==> config.mk <==
export PLATFORM = sky130hd
export DESIGN_NAME = dp_alu_seq_flat
export DESIGN_NICKNAME = d
export VERILOG_FILES = /design/src/rtl/dp_pkg.sv /design/src/rtl/dp_alu_seq_if.sv /design/src/rtl/dp_cond_chk.sv /design/src/rtl/dp_alu_seq.sv /design/src/flat_wrapper.sv
export SDC_FILE = /design/constraint.sdc
export NUM_CORES = 1
export LEC_CHECK = 0
export CAP_MARGIN = 20
export CORE_MARGIN = 5
export CORE_UTILIZATION = 38
export DETAILED_ROUTE_END_ITERATION = 10
export GPL_TIMING_DRIVEN = 0
export PLACE_DENSITY = 0.78
export SYNTH_ARGS = -nofsm -noshare
export SYNTH_HDL_FRONTEND = slang
export SYNTH_HIERARCHICAL = 1
export SYNTH_SLANG_ARGS = --single-unit
==> constraint.sdc <==
create_clock -name clk -period 2.25 [get_ports clk]
set_input_delay 0.45 -clock clk [delete_from_list [all_inputs] [get_ports clk]]
set_output_delay 0.45 -clock clk [all_outputs]
set_load 0.005 [all_outputs]
==> src/rtl/dp_pkg.sv <==
// Shared definitions for the data-processing ALU sequencer: opcodes, condition codes,
// FSM states, NZCV bit positions and the opcode-to-ALU mapping.
package dp_pkg;

    localparam logic [3:0] OP_AND = 4'h0;
    localparam logic [3:0] OP_EOR = 4'h1;
    localparam logic [3:0] OP_SUB = 4'h2;
    localparam logic [3:0] OP_RSB = 4'h3;
    localparam logic [3:0] OP_ADD = 4'h4;
    localparam logic [3:0] OP_ADC = 4'h5;
    localparam logic [3:0] OP_SBC = 4'h6;
    localparam logic [3:0] OP_RSC = 4'h7;
    localparam logic [3:0] OP_TST = 4'h8;
    localparam logic [3:0] OP_TEQ = 4'h9;
    localparam logic [3:0] OP_CMP = 4'hA;
    localparam logic [3:0] OP_CMN = 4'hB;
    localparam logic [3:0] OP_ORR = 4'hC;
    localparam logic [3:0] OP_MOV = 4'hD;
    localparam logic [3:0] OP_BIC = 4'hE;
    localparam logic [3:0] OP_MVN = 4'hF;

    localparam logic [3:0] CC_EQ = 4'h0;
    localparam logic [3:0] CC_NE = 4'h1;
    localparam logic [3:0] CC_CS = 4'h2;
    localparam logic [3:0] CC_CC = 4'h3;
    localparam logic [3:0] CC_MI = 4'h4;
    localparam logic [3:0] CC_PL = 4'h5;
    localparam logic [3:0] CC_VS = 4'h6;
    localparam logic [3:0] CC_VC = 4'h7;
    localparam logic [3:0] CC_HI = 4'h8;
    localparam logic [3:0] CC_LS = 4'h9;
    localparam logic [3:0] CC_GE = 4'hA;
    localparam logic [3:0] CC_LT = 4'hB;
    localparam logic [3:0] CC_GT = 4'hC;
    localparam logic [3:0] CC_LE = 4'hD;
    localparam logic [3:0] CC_AL = 4'hE;
    localparam logic [3:0] CC_NV = 4'hF;

    localparam int NZCV_N = 3;
    localparam int NZCV_Z = 2;
    localparam int NZCV_C = 1;
    localparam int NZCV_V = 0;

    typedef enum logic [1:0] {
        ST_IDLE = 2'd0,
        ST_COND = 2'd1,
        ST_EXEC = 2'd2,
        ST_WB   = 2'd3
    } dp_state_e;

    // TST/TEQ/CMP/CMN: flags only, never a register write
    function automatic logic is_test_op(input logic [3:0] op);
        return op[3:2] == 2'b10;
    endfunction

    // The ALU only implements the writing forms; test ops borrow their arithmetic twin
    function automatic logic [3:0] alu_op_map(input logic [3:0] op);
        case (op)
            OP_TST:  return OP_AND;
            OP_TEQ:  return OP_EOR;
            OP_CMP:  return OP_SUB;
            OP_CMN:  return OP_ADD;
            default: return op;
        endcase
    endfunction

endpackage

==> src/rtl/dp_alu_seq_if.sv <==
// Instruction handshake bus from decode/shifter into the ALU sequencer.
interface dp_alu_seq_if #(
    parameter int DATA_W = 32,
    parameter int REG_AW = 4
);
    logic              in_valid;
    logic              in_ready;
    logic [3:0]        in_cond;
    logic [3:0]        in_opcode;
    logic              in_s;
    logic [REG_AW-1:0] in_rd;
    logic [DATA_W-1:0] in_a;
    logic [DATA_W-1:0] in_b;
    logic              in_shc;

    modport master (
        output in_valid, in_cond, in_opcode, in_s, in_rd, in_a, in_b, in_shc,
        input  in_ready
    );

    modport slave (
        input  in_valid, in_cond, in_opcode, in_s, in_rd, in_a, in_b, in_shc,
        output in_ready
    );
endinterface

==> src/rtl/dp_cond_chk.sv <==
// ARM condition-field evaluation against the NZCV flags; purely combinational.
module dp_cond_chk
    import dp_pkg::*;
(
    input  logic [3:0] cond_i,
    input  logic [3:0] nzcv_i,
    output logic       pass_o
);
    logic n, z, c, v;

    assign n = nzcv_i[NZCV_N];
    assign z = nzcv_i[NZCV_Z];
    assign c = nzcv_i[NZCV_C];
    assign v = nzcv_i[NZCV_V];

    always_comb begin
        pass_o = 1'b0;
        case (cond_i)
            CC_EQ: pass_o = z;
            CC_NE: pass_o = ~z;
            CC_CS: pass_o = c;
            CC_CC: pass_o = ~c;
            CC_MI: pass_o = n;
            CC_PL: pass_o = ~n;
            CC_VS: pass_o = v;
            CC_VC: pass_o = ~v;
            CC_HI: pass_o = c & ~z;
            CC_LS: pass_o = ~c | z;
            CC_GE: pass_o = (n == v);
            CC_LT: pass_o = (n != v);
            CC_GT: pass_o = ~z & (n == v);
            CC_LE: pass_o = z | (n != v);
            CC_AL: pass_o = 1'b1;
            default: pass_o = 1'b0;
        endcase
    end
endmodule

==> src/rtl/dp_alu_seq.sv <==
// Multi-cycle sequencer for one ARM data-processing instruction: COND, EXEC, WB.
// Define DP_PERF_CNT_EN to add the cnt_exec/cnt_skip performance counters.
module dp_alu_seq
    import dp_pkg::*;
#(
    parameter int DATA_W = 32,
    parameter int REG_AW = 4
`ifdef DP_PERF_CNT_EN
    , parameter int CNT_W = 16
`endif
) (
    input  logic              clk,
    input  logic              rst_n,
    dp_alu_seq_if.slave       in_if,
    output logic [3:0]        alu_op,
    output logic [DATA_W-1:0] alu_a,
    output logic [DATA_W-1:0] alu_b,
    output logic              alu_shc,
    output logic              alu_cf,
    output logic              alu_vf,
    input  logic [DATA_W-1:0] alu_f,
    input  logic [3:0]        alu_nzcv,
    output logic              wb_en,
    output logic [REG_AW-1:0] wb_addr,
    output logic [DATA_W-1:0] wb_data,
    output logic [3:0]        nzcv,
    output logic              busy
`ifdef DP_PERF_CNT_EN
    , output logic [CNT_W-1:0] cnt_exec
    , output logic [CNT_W-1:0] cnt_skip
`endif
);
    dp_state_e         state_q;
    logic              in_ready_q;
    logic [3:0]        cond_q;
    logic [3:0]        opc_q;
    logic              s_q;
    logic [REG_AW-1:0] rd_q;
    logic [DATA_W-1:0] a_q;
    logic [DATA_W-1:0] b_q;
    logic              shc_q;
    logic [3:0]        flg_q;
    logic [3:0]        nzcv_q;
    logic              wb_en_q;
    logic [REG_AW-1:0] wb_addr_q;
    logic [DATA_W-1:0] wb_data_q;
    logic              cond_pass;

    dp_cond_chk u_cond (
        .cond_i (cond_q),
        .nzcv_i (nzcv_q),
        .pass_o (cond_pass)
    );

    always_ff @(posedge clk or negedge rst_n) begin
        if (!rst_n) begin
            state_q    <= ST_IDLE;
            in_ready_q <= 1'b1;
            cond_q     <= '0;
            opc_q      <= '0;
            s_q        <= 1'b0;
            rd_q       <= '0;
            a_q        <= '0;
            b_q        <= '0;
            shc_q      <= 1'b0;
            flg_q      <= '0;
            nzcv_q     <= '0;
            wb_en_q    <= 1'b0;
            wb_addr_q  <= '0;
            wb_data_q  <= '0;
        end else begin
            wb_en_q <= 1'b0;
            case (state_q)
                ST_IDLE: begin
                    if (in_if.in_valid) begin
                        cond_q     <= in_if.in_cond;
                        opc_q      <= in_if.in_opcode;
                        s_q        <= in_if.in_s;
                        rd_q       <= in_if.in_rd;
                        a_q        <= in_if.in_a;
                        b_q        <= in_if.in_b;
                        shc_q      <= in_if.in_shc;
                        in_ready_q <= 1'b0;
                        state_q    <= ST_COND;
                    end
                end
                ST_COND: begin
                    if (cond_pass) begin
                        state_q <= ST_EXEC;
                    end else begin
                        in_ready_q <= 1'b1;
                        state_q    <= ST_IDLE;
                    end
                end
                // ALU has settled on the held operands; capture result and flags here
                ST_EXEC: begin
                    flg_q <= alu_nzcv;
                    if (!is_test_op(opc_q)) begin
                        wb_en_q   <= 1'b1;
                        wb_addr_q <= rd_q;
                        wb_data_q <= alu_f;
                    end
                    state_q <= ST_WB;
                end
                ST_WB: begin
                    if (s_q || is_test_op(opc_q)) begin
                        nzcv_q <= flg_q;
                    end
                    in_ready_q <= 1'b1;
                    state_q    <= ST_IDLE;
                end
                default: state_q <= ST_IDLE;
            endcase
        end
    end

    assign in_if.in_ready = in_ready_q;
    assign busy           = ~in_ready_q;
    assign alu_op         = alu_op_map(opc_q);
    assign alu_a          = a_q;
    assign alu_b          = b_q;
    assign alu_shc        = shc_q;
    assign alu_cf         = nzcv_q[NZCV_C];
    assign alu_vf         = nzcv_q[NZCV_V];
    assign wb_en          = wb_en_q;
    assign wb_addr        = wb_addr_q;
    assign wb_data        = wb_data_q;
    assign nzcv           = nzcv_q;

`ifdef DP_PERF_CNT_EN
    logic [CNT_W-1:0] cnt_exec_q, cnt_exec_d;
    logic [CNT_W-1:0] cnt_skip_q, cnt_skip_d;

    // Saturating: counters stick at all-ones instead of wrapping
    always_comb begin
        cnt_exec_d = cnt_exec_q;
        cnt_skip_d = cnt_skip_q;
        if (state_q == ST_EXEC && cnt_exec_q != '1) begin
            cnt_exec_d = cnt_exec_q + CNT_W'(1);
        end
        if (state_q == ST_COND && !cond_pass && cnt_skip_q != '1) begin
            cnt_skip_d = cnt_skip_q + CNT_W'(1);
        end
    end

    always_ff @(posedge clk or negedge rst_n) begin
        if (!rst_n) begin
            cnt_exec_q <= '0;
            cnt_skip_q <= '0;
        end else begin
            cnt_exec_q <= cnt_exec_d;
            cnt_skip_q <= cnt_skip_d;
        end
    end

    assign cnt_exec = cnt_exec_q;
    assign cnt_skip = cnt_skip_q;
`endif

endmodule
==> src/flat_wrapper.sv <==
// flat-port wrapper written by rule: the top's interface ports become plain ports
module dp_alu_seq_flat import dp_pkg::*;
#(
    parameter int DATA_W = 32,
    parameter int REG_AW = 4

)
  (clk, rst_n, alu_op, alu_a, alu_b, alu_shc, alu_cf, alu_vf, alu_f, alu_nzcv, wb_en, wb_addr, wb_data, nzcv, busy, in_if_in_valid, in_if_in_cond, in_if_in_opcode, in_if_in_s, in_if_in_rd, in_if_in_a, in_if_in_b, in_if_in_shc, in_if_in_ready);
  dp_alu_seq_if #(.DATA_W(DATA_W), .REG_AW(REG_AW)) in_if_i ();
  input  logic clk;
  input  logic rst_n;
  output logic [3:0] alu_op;
  output logic [DATA_W-1:0] alu_a;
  output logic [DATA_W-1:0] alu_b;
  output logic alu_shc;
  output logic alu_cf;
  output logic alu_vf;
  input  logic [DATA_W-1:0] alu_f;
  input  logic [3:0] alu_nzcv;
  output logic wb_en;
  output logic [REG_AW-1:0] wb_addr;
  output logic [DATA_W-1:0] wb_data;
  output logic [3:0] nzcv;
  output logic busy;
  input wire logic [$bits(in_if_i.in_valid)-1:0] in_if_in_valid;
  input wire logic [$bits(in_if_i.in_cond)-1:0] in_if_in_cond;
  input wire logic [$bits(in_if_i.in_opcode)-1:0] in_if_in_opcode;
  input wire logic [$bits(in_if_i.in_s)-1:0] in_if_in_s;
  input wire logic [$bits(in_if_i.in_rd)-1:0] in_if_in_rd;
  input wire logic [$bits(in_if_i.in_a)-1:0] in_if_in_a;
  input wire logic [$bits(in_if_i.in_b)-1:0] in_if_in_b;
  input wire logic [$bits(in_if_i.in_shc)-1:0] in_if_in_shc;
  output wire logic [$bits(in_if_i.in_ready)-1:0] in_if_in_ready;
  assign in_if_i.in_valid = in_if_in_valid;
  assign in_if_i.in_cond = in_if_in_cond;
  assign in_if_i.in_opcode = in_if_in_opcode;
  assign in_if_i.in_s = in_if_in_s;
  assign in_if_i.in_rd = in_if_in_rd;
  assign in_if_i.in_a = in_if_in_a;
  assign in_if_i.in_b = in_if_in_b;
  assign in_if_i.in_shc = in_if_in_shc;
  assign in_if_in_ready = in_if_i.in_ready;
  dp_alu_seq #(.DATA_W(DATA_W), .REG_AW(REG_AW)) u_core (.clk(clk), .rst_n(rst_n), .in_if(in_if_i), .alu_op(alu_op), .alu_a(alu_a), .alu_b(alu_b), .alu_shc(alu_shc), .alu_cf(alu_cf), .alu_vf(alu_vf), .alu_f(alu_f), .alu_nzcv(alu_nzcv), .wb_en(wb_en), .wb_addr(wb_addr), .wb_data(wb_data), .nzcv(nzcv), .busy(busy));
endmodule
* Word level (Yosys, flattened, before mapping)
Index checks and enable logic that the tools add are counted.
** Word-level totals
- Bits of input ports :: 117
- Register bits :: 126
- Output and inout bits :: 114
- Logic and storage cells :: 68
** Operators by class
- Muxes and demuxes :: 10
- Eq/ne operators :: 26
- Reduce and logical (&&, ||, !) cells :: 8
- Bitwise logic cells :: 10
** Operators by type and width (count)
- $eq 4x4->1 const B :: 11
- $eq 4x3->1 const B :: 4
- $pmux 4 s4 :: 1
- $pmux 1 s15 :: 1
- $eq 4x2->1 const B :: 2
- $pmux 2 s4 :: 1
- $eq 2x2->1 const B :: 3
- $not 1->1 :: 6
- $reduce_and 2->1 :: 3
- $eq 4x1->1 const B :: 1
- $logic_not 4->1 :: 1
- $mux 1 :: 4
- $mux 2 :: 2
- $ne 2x2->1 const B :: 2
- $pmux 1 s3 :: 1
- $reduce_and 3->1 :: 1
- $reduce_bool 3->1 :: 1
- $and 1x1->1 :: 2
- $eq 2x1->1 const B :: 1
- $logic_not 2->1 :: 1
- $or 1x1->1 :: 2
- $eq 1x1->1 :: 1
- $logic_or 1x1->1 :: 1
- $ne 1x1->1 :: 1

* Logic depth before layout (Yosys ltp)
- Word-level depth :: 5
- Mapped depth :: 7

* Cells and area by module
Netlist, hierarchy kept.
** Modules (own cells, without submodules)
- dp_alu_seq :: instances 1, area an instance 4898.4 um^2, cells each 280, sequential area each 3154.3 um^2
- dp_cond_chk :: instances 1, area an instance 193.9 um^2, cells each 28, sequential area each 0.0 um^2

* Worst setup path before layout
OpenSTA, ideal clock, no wires.
- Path type :: register to register
- Start :: register u_core.nzcv_q[3] (netlist: u_core/nzcv[3])
- End :: register (tool-made name)
- Stages on the path, launching flop included :: 7
- Clock period less this slack :: 1.681 ns
- Path slack :: 0.569 ns
- Arrival :: 1.562 ns
- Data required time :: 2.132 ns
- Cell sequence :: dfrtp_1 > xnor2_2 > o22ai_1 > a211o_1 > a211o_1 > nor2b_1 > a21o_1
** RTL lines
- start, declared :: RTL line dp_alu_seq.sv:43 : logic [3:0] nzcv_q;
- start signal, assigned :: RTL line dp_alu_seq.sv:107 : nzcv_q <= flg_q;

* Worst setup path after layout
- Start :: register u_core.opc_q[3]
- End :: output alu_op[0]
** On the way
- Cells in the longest elaborated chain, start to end :: 2
- Elaborated cells on any way between the ends :: 5
** Ends and longest elaborated chain
- start, declared :: RTL line dp_alu_seq.sv:36 : logic [3:0] opc_q;
- start signal, assigned :: RTL line dp_alu_seq.sv:77 : opc_q <= in_if.in_opcode;
- $eq 4x4->1 :: RTL line dp_pkg.sv:58 : case (op)
- $pmux 4 s4 (*) :: RTL line dp_pkg.sv:58
- end, declared :: RTL line flat_wrapper.sv:12 : output logic [3:0] alu_op;
Every way passes the cells marked *; elsewhere a longest branch is shown, timed or not.

==> results by group <==
Setup path
  • Worst Path Arrival: 1.53 ns
  • Slowest CP cell: dfrtp_1
  • Crit path launch: u_core/opc_q[3]$_DFFE_PN0P_
  • Crit Path Class: reg -> out
  • Crit path depth: 3
  • Reg2reg setup slack: 0.39 ns
  • Crit path to: alu_op[0]
  • R2R depth: 6
  • Critical path's top delay family: flip-flops
  • Worst-path fanout max: 4
  • Required @ worst endpoint: 1.80 ns
  • CP endpoint kind: output port
  • CP cell instances: and2b_2, a21boi_0, dlygate4sd2_1
  • Largest stage delay, worst path: 0.40 ns
  • Reg2Reg Launch Point: u_core/cond_q[2]$_DFFE_PN0P_
  • Worst path bufs/invs: 1
  • Worst setup SP type: flop

Synthesis
  • Yosys top cell area share: 61.4%
  • Ys flop type: dfrtp_1
  • Synth Instances: 308
  • Yosys Warn Count: 6
  • Yosys cell types: 33
  • Sequential share of the synthesized area: 61.9%
  • Synth area leader: dfrtp_1
  • Post-synth EDFFs: 0
  • Asr flop ratio synth: 100%
  • Ranking of synthesized cells by area: dfrtp_1 61%, mux2_2 21%, mux2_4 8.8%, buf_12 1.6%, buf_4 0.74%
  • Mapped cell area: 5090 µm²
  • #FFs+latches synth: 126
  • Syn_nets: 425
  • Avg Synthesized Cell Area: 16.5 µm²

Timing
  • Endpoints failing setup: 0
  • Least-Margin Pin Slew: 0.597 ns
  • Fin Clk Skew: 0.00791 ns
  • Slew Viols, Final: 0
  • Fmax: 506 MHz
  • Final Hold Vio Count: 0
  • Slew HR: 60.2%
  • RSZ-0062 raised after global routing: false
  • Final worst slack: 0.272 ns
  • Final Cycle Share: 87.9%
  • Final min period: 1.98 ns

Route
  • Wire per inst: 17.1 µm
  • DRC: 0
  • Final ANT Viol Nets: 0
  • Drt first-iter violations: 91
  • Detailed-route via count: 3,472
  • Final WL: 12,800 µm
  • Vias/cell: 4.65
  • Detailed Routing Iterations Pass 1: 4

Die
  • Die Y: 126 µm
  • Io pins: 231
  • Rows: 42
  • Die X: 126 µm
  • Initial core utilization: 38.6%
  • Area of the die: 15,800 µm²
  • Core Box Area: 13,200 µm²

Place
  • Routability cong.: 0.779
  • Post-DP HPWL: 9690 µm
  • IO Port Bufs: 230
  • Post-Place Worst Slack: -0.00547 ns

Clock tree
  • CTS tree: done
  • CTS Hold Buffers Added: 0
  • Clock Pin Slew Worst Setup and Hold Paths: 0.05 ns
  • H-tree depth: 4
  • Maximum buffer depth of the clock tree: 2
  • Setup Buffers After CTS: 0
  • Clock Sinks: 126
  • Worst skew pair latency: 0.40 ns
  • Clock Tree Root: clkbuf_16
  • Number of CTS-inserted buffers: 17

Finish
  • Layout cell share with drive strength beyond 1: 30.5%
  • Area grow syn2layout: 61.9%
  • Most frequent cells in the layout: 227 x clkdlybuf4s50_1, 125 x dfrtp_1, 93 x mux2_2, 30 x mux2_4, 17 x clkbuf_16
  • Total Nets Final: 675
  • Final core occ: 62.5%
  • FILL cells: 1,002
  • ANT cells: 0
  • Most common cell after layout, fill and taps aside: clkdlybuf4s50_1

Job
  • Max-cap check violation count: 0

Pwr
  • VDD IR max: 0.000753 V
  • Leakage Power: 3.47 nW
  • Internal Pwr Total: 8.90 mW
  • Net Switching: 3.19 mW
  • Pwr Total: 12.1 mW
  • PD cells: 1470 nW/µm²
  • Sw Ratio: 26.4%
  • Sequential fraction of design power: 34.4%
  • Gate power share: 42.8%
  • Clock group share of total power: 22.9%

GRT
  • Gr ovfl total: 0
  • Largest net degree at the start of global routing: 65
  • GRT Overall Usage: 16.5%
  • Number of global-route vias before repair: 3,954
  • First-pass GRT wire length: 20,600 µm
  • Initial antenna violation count: 0

Status
  • Status: finished, final reports clean

Worst hold path
  • Hold Crit Class: in -> async
==> cell families (layout without fill, tap and decap cells) <==
| family | count (synthesis) | after routing | share of synthesized area, % |
|---|---|---|---|
| muxes | 123 | 123 | 29.4 |
| and+or+nand+nor | 21 | 21 | 2.53 |
| xor gates and xnor gates | 2 | 2 | 0.492 |
| buffers and inverters | 18 | 281 | 3.14 |
| DFF | 126 | 126 | 61.9 |
| AOI/OAI and AO/OA | 18 | 18 | 2.48 |
==> worst min-delay path by stage <==
stage / cells after the start / slack, ns / start / endpoint
final: 1 / 0.03 / rst_n / u_core/alu_a[31]$_DFFE_PN0P_
after global routing: 1 / 0.07 / rst_n / u_core/alu_a[31]$_DFFE_PN0P_
after CTS: 1 / 0.04 / rst_n / u_core/alu_a[31]$_DFFE_PN0P_
after detailed placement: 1 / 0.48 / rst_n / u_core/alu_a[31]$_DFFE_PN0P_
after global placement: 1 / 0.49 / u_core/rd_q[2]$_DFFE_PN0P_ / u_core/wb_addr[2]$_DFFE_PN0P_
after floorplan: 0 / 0.15 / rst_n / asynchronous set/reset pin
==> what timing repair did <==
action,4_1_cts,5_1_grt
setup endpoints to repair,2,0
resized for setup,2,0
hold endpoints to repair,0,0
==> through the flow <==
stage          instances  setup TNS (ns)  hold WS (ns)  instance area [µm²]
3_5_place_dp         715         -0.0187         0.477                 7640
3_3_place_gp         714         -511.40         0.489                 7610
6_report             747               0        0.0329                 8250
5_1_grt              747               0        0.0697                 8250
2_1_floorplan        308               0         0.154                 5090
4_1_cts              747               0        0.0412                 8250
==> synth_stat cells, types with 2 or more instances <==
cell type	n
a211o_1	2
a21boi_0	2
a21oi_1	5
buf_12	4
buf_2	7
buf_4	5
dfrtp_1	125
mux2_2	93
mux2_4	30
nand2_1	2
nand2b_1	3
nor2_1	4
nor2b_1	3
nor3_1	2
o211ai_1	3
==> power groups by stage <==
stage               clock network, mW  logic [mW]  registers [mW]
finish                           2.76        5.17            4.15
global route                     2.94        5.53            4.33
CTS                              2.84        5.26            4.18
detailed placement                  0        5.25            4.20
global placement                    0        5.13            4.12
floorplan                           0        2.32            4.17
==> worst reg2reg max path: cells and delay by family (launching register included) <==
family,cells,cell delay [ns]
flip-flops,1,0.48
multiplexers,1,0.34
AO/OA/AOI/OAI,4,0.78
AND/OR/NAND/NOR,1,0.15
==> area by class of cell <==
class                           count  area (µm²)  share of cell area, %
Sequential cell                   126        3150                   38.3
Timing Repair Buffer              231        2330                   28.2
Multi-Input combinational cell    164        1780                   21.6
Clock buffer                       26         499                   6.05
Tap cell                          176         220                   2.67
Buffer                             17         156                   1.90
Clock inverter                      6         105                   1.27
Inverter                            1        3.75                 0.0455
==> layer usage <==
metal	track usage [%]	vias up	part of all wire [%]
li1	-	1596	-
met1	17.9	1700	39
met2	27.8	154	50
met3	7.66	22	9.6
met4	6.81	0	2.2
met5	0	-	0
Power figures use the tool's default switching activity.
